==> src/rtl/ram_port_arbiter.sv <==
// ============================================================================
//  Module   : ram_port_arbiter
//  Purpose  : Single-port RAM arbiter between CPU memory stage and EXT port,
//             with read-owner tag pipeline. Optional macro: ARB_STARVE_GUARD_EN
//  Revision : 1.0  initial release
// ============================================================================
`default_nettype none

module ram_port_arbiter #(
    parameter int DATA_W     = 16,
    parameter int ADDR_W     = 16,
    parameter int RD_LATENCY = 1,
    parameter int MAX_WAIT   = 4
) (
    input  logic              clk,
    input  logic              reset,
    input  logic              cpu_req,
    input  logic              cpu_we,
    input  logic [ADDR_W-1:0] cpu_addr,
    input  logic [DATA_W-1:0] cpu_wdata,
    output logic              cpu_gnt,
    output logic              cpu_stall,
    output logic              cpu_rvalid,
    output logic [DATA_W-1:0] cpu_rdata,
    input  logic              ext_req,
    input  logic              ext_we,
    input  logic [ADDR_W-1:0] ext_addr,
    input  logic [DATA_W-1:0] ext_wdata,
    output logic              ext_gnt,
    output logic              ext_rvalid,
    output logic [DATA_W-1:0] ext_rdata,
    output logic [ADDR_W-1:0] ram_address,
    output logic [DATA_W-1:0] ram_data,
    output logic              ram_wren,
    input  logic [DATA_W-1:0] ram_q
);

    logic w_force_ext;
    logic w_cpu_gnt;
    logic w_ext_gnt;
    logic w_rd_issue;

    logic [RD_LATENCY-1:0] r_tag_vld;
    logic [RD_LATENCY-1:0] r_tag_ext;

`ifdef ARB_STARVE_GUARD_EN
    localparam int                c_CNT_W = $clog2(MAX_WAIT + 1);
    localparam logic [c_CNT_W-1:0] c_MAX  = c_CNT_W'(MAX_WAIT);

    logic [c_CNT_W-1:0] r_wait_cnt;

    // Counts consecutive denied EXT cycles; a saturated count hands EXT the RAM.
    always_ff @(posedge clk) begin
        if (reset) begin
            r_wait_cnt <= '0;
        end else if (!ext_req || w_ext_gnt) begin
            r_wait_cnt <= '0;
        end else if (r_wait_cnt != c_MAX) begin
            r_wait_cnt <= r_wait_cnt + 1'b1;
        end
    end

    assign w_force_ext = ext_req && (r_wait_cnt == c_MAX);
`else
    assign w_force_ext = 1'b0;
`endif

    assign w_cpu_gnt = !reset && cpu_req && !w_force_ext;
    assign w_ext_gnt = !reset && ext_req && (!cpu_req || w_force_ext);

    assign cpu_gnt   = w_cpu_gnt;
    assign ext_gnt   = w_ext_gnt;
    assign cpu_stall = !reset && cpu_req && !w_cpu_gnt;

    // Idle cycles leave the CPU values on the RAM bus with writes disabled.
    assign ram_address = w_ext_gnt ? ext_addr  : cpu_addr;
    assign ram_data    = w_ext_gnt ? ext_wdata : cpu_wdata;
    assign ram_wren    = (w_cpu_gnt && cpu_we) || (w_ext_gnt && ext_we);

    assign w_rd_issue = (w_cpu_gnt && !cpu_we) || (w_ext_gnt && !ext_we);

    always_ff @(posedge clk) begin
        if (reset) begin
            r_tag_vld <= '0;
            r_tag_ext <= '0;
        end else begin
            r_tag_vld[0] <= w_rd_issue;
            r_tag_ext[0] <= w_ext_gnt;
            for (int i = 1; i < RD_LATENCY; i++) begin
                r_tag_vld[i] <= r_tag_vld[i-1];
                r_tag_ext[i] <= r_tag_ext[i-1];
            end
        end
    end

    assign cpu_rvalid = !reset && r_tag_vld[RD_LATENCY-1] && !r_tag_ext[RD_LATENCY-1];
    assign ext_rvalid = !reset && r_tag_vld[RD_LATENCY-1] &&  r_tag_ext[RD_LATENCY-1];

    assign cpu_rdata = ram_q;
    assign ext_rdata = ram_q;

endmodule

`default_nettype wire

==> config.mk <==
export PLATFORM = sky130hd
export DESIGN_NAME = ram_port_arbiter
export DESIGN_NICKNAME = d
export VERILOG_FILES = /design/src/rtl/ram_port_arbiter.sv
export SDC_FILE = /design/constraint.sdc
export NUM_CORES = 1
export LEC_CHECK = 0
export BUFFER_PORTS_ARGS = -buffer_cell sky130_fd_sc_hd__clkbuf_2
export CORE_UTILIZATION = 22
export DETAILED_ROUTE_END_ITERATION = 8
export PLACE_DENSITY = 0.82
export SYNTH_ARGS = -nofsm -noshare
export SYNTH_HDL_FRONTEND = slang
export SYNTH_SLANG_ARGS = --single-unit
==> constraint.sdc <==
create_clock -name clk -period 0.9 [get_ports clk]
set_input_delay 0 -clock clk [delete_from_list [all_inputs] [get_ports clk]]
set_output_delay 0 -clock clk [all_outputs]
set_load 0.005 [all_outputs]
# Word level (Yosys, flattened, before mapping)

Index checks and enable logic that the tools add are counted.

Bits in registers: 2
Input port bits: 86
Output and inout port bits: 70
Word-level logic and storage cells: 21

Muxes and demuxes: 2
Reductions and logical operators: 17

Operators by type and width:

| kind               | number |
|---|---|
| 16-bit two-way mux | 2 |
| 1-bit logical AND  | 10 |
| 1-bit logical NOT  | 5 |
| 1-bit logical OR   | 2 |

# Logic depth before layout (Yosys ltp)

Depth in word-level cells: 5
Mapped depth: 3
Depth with buffers taken out: 2

# Least setup slack after synthesis

OpenSTA, ideal clock, no wires.

Kind: input -> output
From: input reset
To: output ram_data[10]
Arrival time: 847 ps
Data required time: 900 ps
Slack: 53 ps
Cell stages on the path: 3
Path buffers: 1
Cells stage by stage: nor3b_4 buf_6 mux2_2

Cells in the longest elaborated chain, start to end: 4

Ends and longest elaborated chain:

| element                        | line | source |
|---|---|---|
| start: declaration             | 16   | `input logic reset,` |
| 1-bit logical NOT              | 69   | `assign w_ext_gnt = !reset && ext_req && (!cpu_req \|\| w_force_ext);` |
| 1-bit logical AND (2 in a row) | 69   |  |
| named net ext_gnt              | 29   | `output logic ext_gnt,` |
| 16-bit two-way mux             | 77   | `assign ram_data = w_ext_gnt ? ext_wdata : cpu_wdata;` |
| end: declaration               | 33   | `output logic [DATA_W-1:0] ram_data,` |

The timed path passes the listed nets, and every way through them passes these cells.

# Worst setup path after layout

From: input cpu_req
To: output ram_data[0]

Cells in the longest elaborated chain, start to end: 3

Ends and longest elaborated chain:

| element            | line | source |
|---|---|---|
| start: declaration | 17   | `input logic cpu_req,` |
| 1-bit logical NOT  | 69   |  |
| 1-bit logical AND  | 69   |  |
| 16-bit two-way mux | 77   |  |

Every way passes these cells.

==> results.txt <==
Status: finished, violations left
Failing checks: negative setup slack
Die width: 61.3 microns
# rows: 21
Yosys reg bits: 2
DR DRC count: 0
Initial antenna violation count: 0
Min-Delay Startpoint: ram_q[14]
Met1 Resource Use GR: 8.94%
Design area: 0.00142 sq mm
CP cell instances: buf_6 > nor3b_4 > buf_12 > clkbuf_16 > mux2_4 > buf_6
Area Growth Syn to Fin: 83.3%
Fraction of layout cells with a size suffix above 1: 93.3%
P_leak: 0.803 nW
Mapped Cells: 82
Min-Delay Path Class: primary input to output port
CP startpoint: cpu_req
Cts bufs inserted: 3
Crit path largest cell delay: 0.31 ns
Die area: 0.00376 sq mm
# Max-Cap Violations: 0
Ports: 156
Fillers: 360
WL/cell: 12.7 microns
Initial DRC count: 10
Required @ worst endpoint: 0.90 ns
Crit Path Max Fanout: 6
Inserted Diodes: 0
Total wire length: 2680 microns
GR Util met3: 2.52%
Clk sinks: 2
Critical Path Start Type: primary input
Cells on Worst Hold Path: 0
First-pass GRT wire length: 2590 microns
Syn Nets: 168
Routability Congestion: 0.685
Peak VDD IR: 449 uV
Hold path endpoint: ext_rdata[14]
Slowest stage cell, crit path: mux2_4
Vias per std cell: 4.30
Avg Cell Area, Syn: 9.43 sq um
Fmax: 940 MHz
Placed cell areas: 0.00112 sq mm
Grt ovf: 0
Die Height: 61.3 microns
Htree depth: 1
Fin Setup TNS: -4.31 ns
Core region area: 0.00336 sq mm
Vias in the first global route: 627
Max Transition Viols Final: 0
Final hold violations: 0
Largest net degree at the start of global routing: 21
Clk root buf: clkbuf_4
Critical path type: primary input to output port
Dominant cells by area after synthesis: mux2_2, buf_4, dfxtp_1, buf_6, nor3b_4
Most used cell, CP: buf_6
TritonCTS clock tree: built
Unrepaired setup endpoints after global routing: true
Netlist cell types: 15
CP arrival: 1.06 ns
Starting Density: 23.0%
Final worst slack: -0.164 ns
Post-synth top area share: 45.1%
Global Route met2 Usage: 19.1%
Longest Clk Path Bufs: 2
Busiest layer in global routing: met2
GRT Overall Usage: 9.77%
Pre-antenna DRT Iters: 4
Setup violators final: 32
Synth Warn #: 0
Post-DRT Antenna Nets: 0
Pwr dens: 626 mW/mm^2
PortBufs: 106
Detail Placement HPWL: 1930 microns
Mapped Area: 773 sq um
Area leader, netlist: mux2_2
Register area share after synthesis: 5.18%
Vias: 902
Min cycle time layout: 1.06 ns
CP endpoint kind: output port
Nets: 252
Tcrit/Tclk final: 118%
==> Yosys cell counts <==
library cell  count
a21oi_1           2
and2b_1           1
and3b_2           1
buf_4            33
buf_6             3
conb_1            1
dfxtp_1           2
mux2_1            1
mux2_2           31
nand2_1           1
nand2b_1          1
nand3b_1          1
nor3b_1           2
nor3b_4           1
or3b_2            1
==> cell type report <==
cell class / count / area, sq um / area share, %
Multi-Input combinational cell: 44 / 551 / 38.8
Timing Repair Buffer: 115 / 747 / 52.7
Sequential cell: 2 / 40.0 / 2.82
Tap cell: 46 / 57.6 / 4.06
Clock buffer: 3 / 22.5 / 1.59
==> through the flow <==
stage | utilization, % | setup WS, ns | instances | total power [W] | hold WS, ns
2_1_floorplan | - | 0.0534 | 82 | 0.000391 | 0.0276
3_3_place_gp | 33.4 | -0.177 | 202 | 0.000534 | 0.0000536
3_5_place_dp | 33.4 | -0.197 | 202 | 0.000547 | 0.0000536
4_1_cts | 34.3 | -0.173 | 205 | 0.000762 | 0.0000536
5_1_grt | 42.2 | -0.192 | 210 | 0.000966 | 0.0000137
6_report | 42.2 | -0.164 | 210 | 0.000887 | 0.00000340
==> routing by layer <==
metal  vias up  part of all wire [%]
li1        414                     -
met3         2                   9.0
met4         0                  0.34
met5         -                     0
met2        78                    56
met1       408                    34
==> report_power, final <==
group	leakage [nW]	internal, W	switching [W]
Combinational	0.773	0.000407	0.000190
Sequential	0.0165	0.0000938	0.00000206
Clock	0.0138	0.000147	0.0000474
==> worst max-delay path by stage <==
stage	end	slack [ns]	cells past startpoint
final	ram_data[0]	-0.16	6
after global routing	ram_data[0]	-0.19	6
after CTS	ram_address[15]	-0.17	5
after detailed placement	ram_address[4]	-0.20	5
after global placement	ram_address[4]	-0.18	5
after floorplan	ram_data[10]	0.05	3
==> cell usage in the layout (no fill, tap or decap), types with 2 or more instances in the layout <==
master / n
a21oi_1: 2
buf_12: 3
buf_4: 3
buf_6: 11
clkbuf_16: 2
clkbuf_2: 95
clkbuf_4: 3
dfxtp_1: 2
mux2_2: 6
mux2_4: 25
==> critical path, delay by kind of cell <==
family	cells	cell delay [ns]
buffers and inverters	4	0.54
muxes	1	0.31
and+or+nand+nor	1	0.22
==> state kept, by name, indices dropped and copies added, names as in the netlist <==
name       flops
r_tag_ext      1
r_tag_vld      1
==> kinds of logic (layout without fill, tap and decap cells) <==
| family | after synthesis | count (layout) | share of synthesized area (%) |
|---|---|---|---|
| buf+inv | 36 | 118 | 36.4 |
| other cells | 1 | 1 | 0.485 |
| mux | 32 | 32 | 46.6 |
| compound gates | 2 | 2 | 1.29 |
| simple gates | 9 | 9 | 10.0 |
| flops | 2 | 2 | 5.18 |
==> timing repair <==
item	in CTS	in global routing
gates resized for setup	2	52
buffers inserted	0	1
setup endpoints to repair	32	33
gates cloned	0	4
pin swaps	0	1
hold endpoints to repair	0	0
hold buffers	0	0
(Power assumes the default switching activity.)
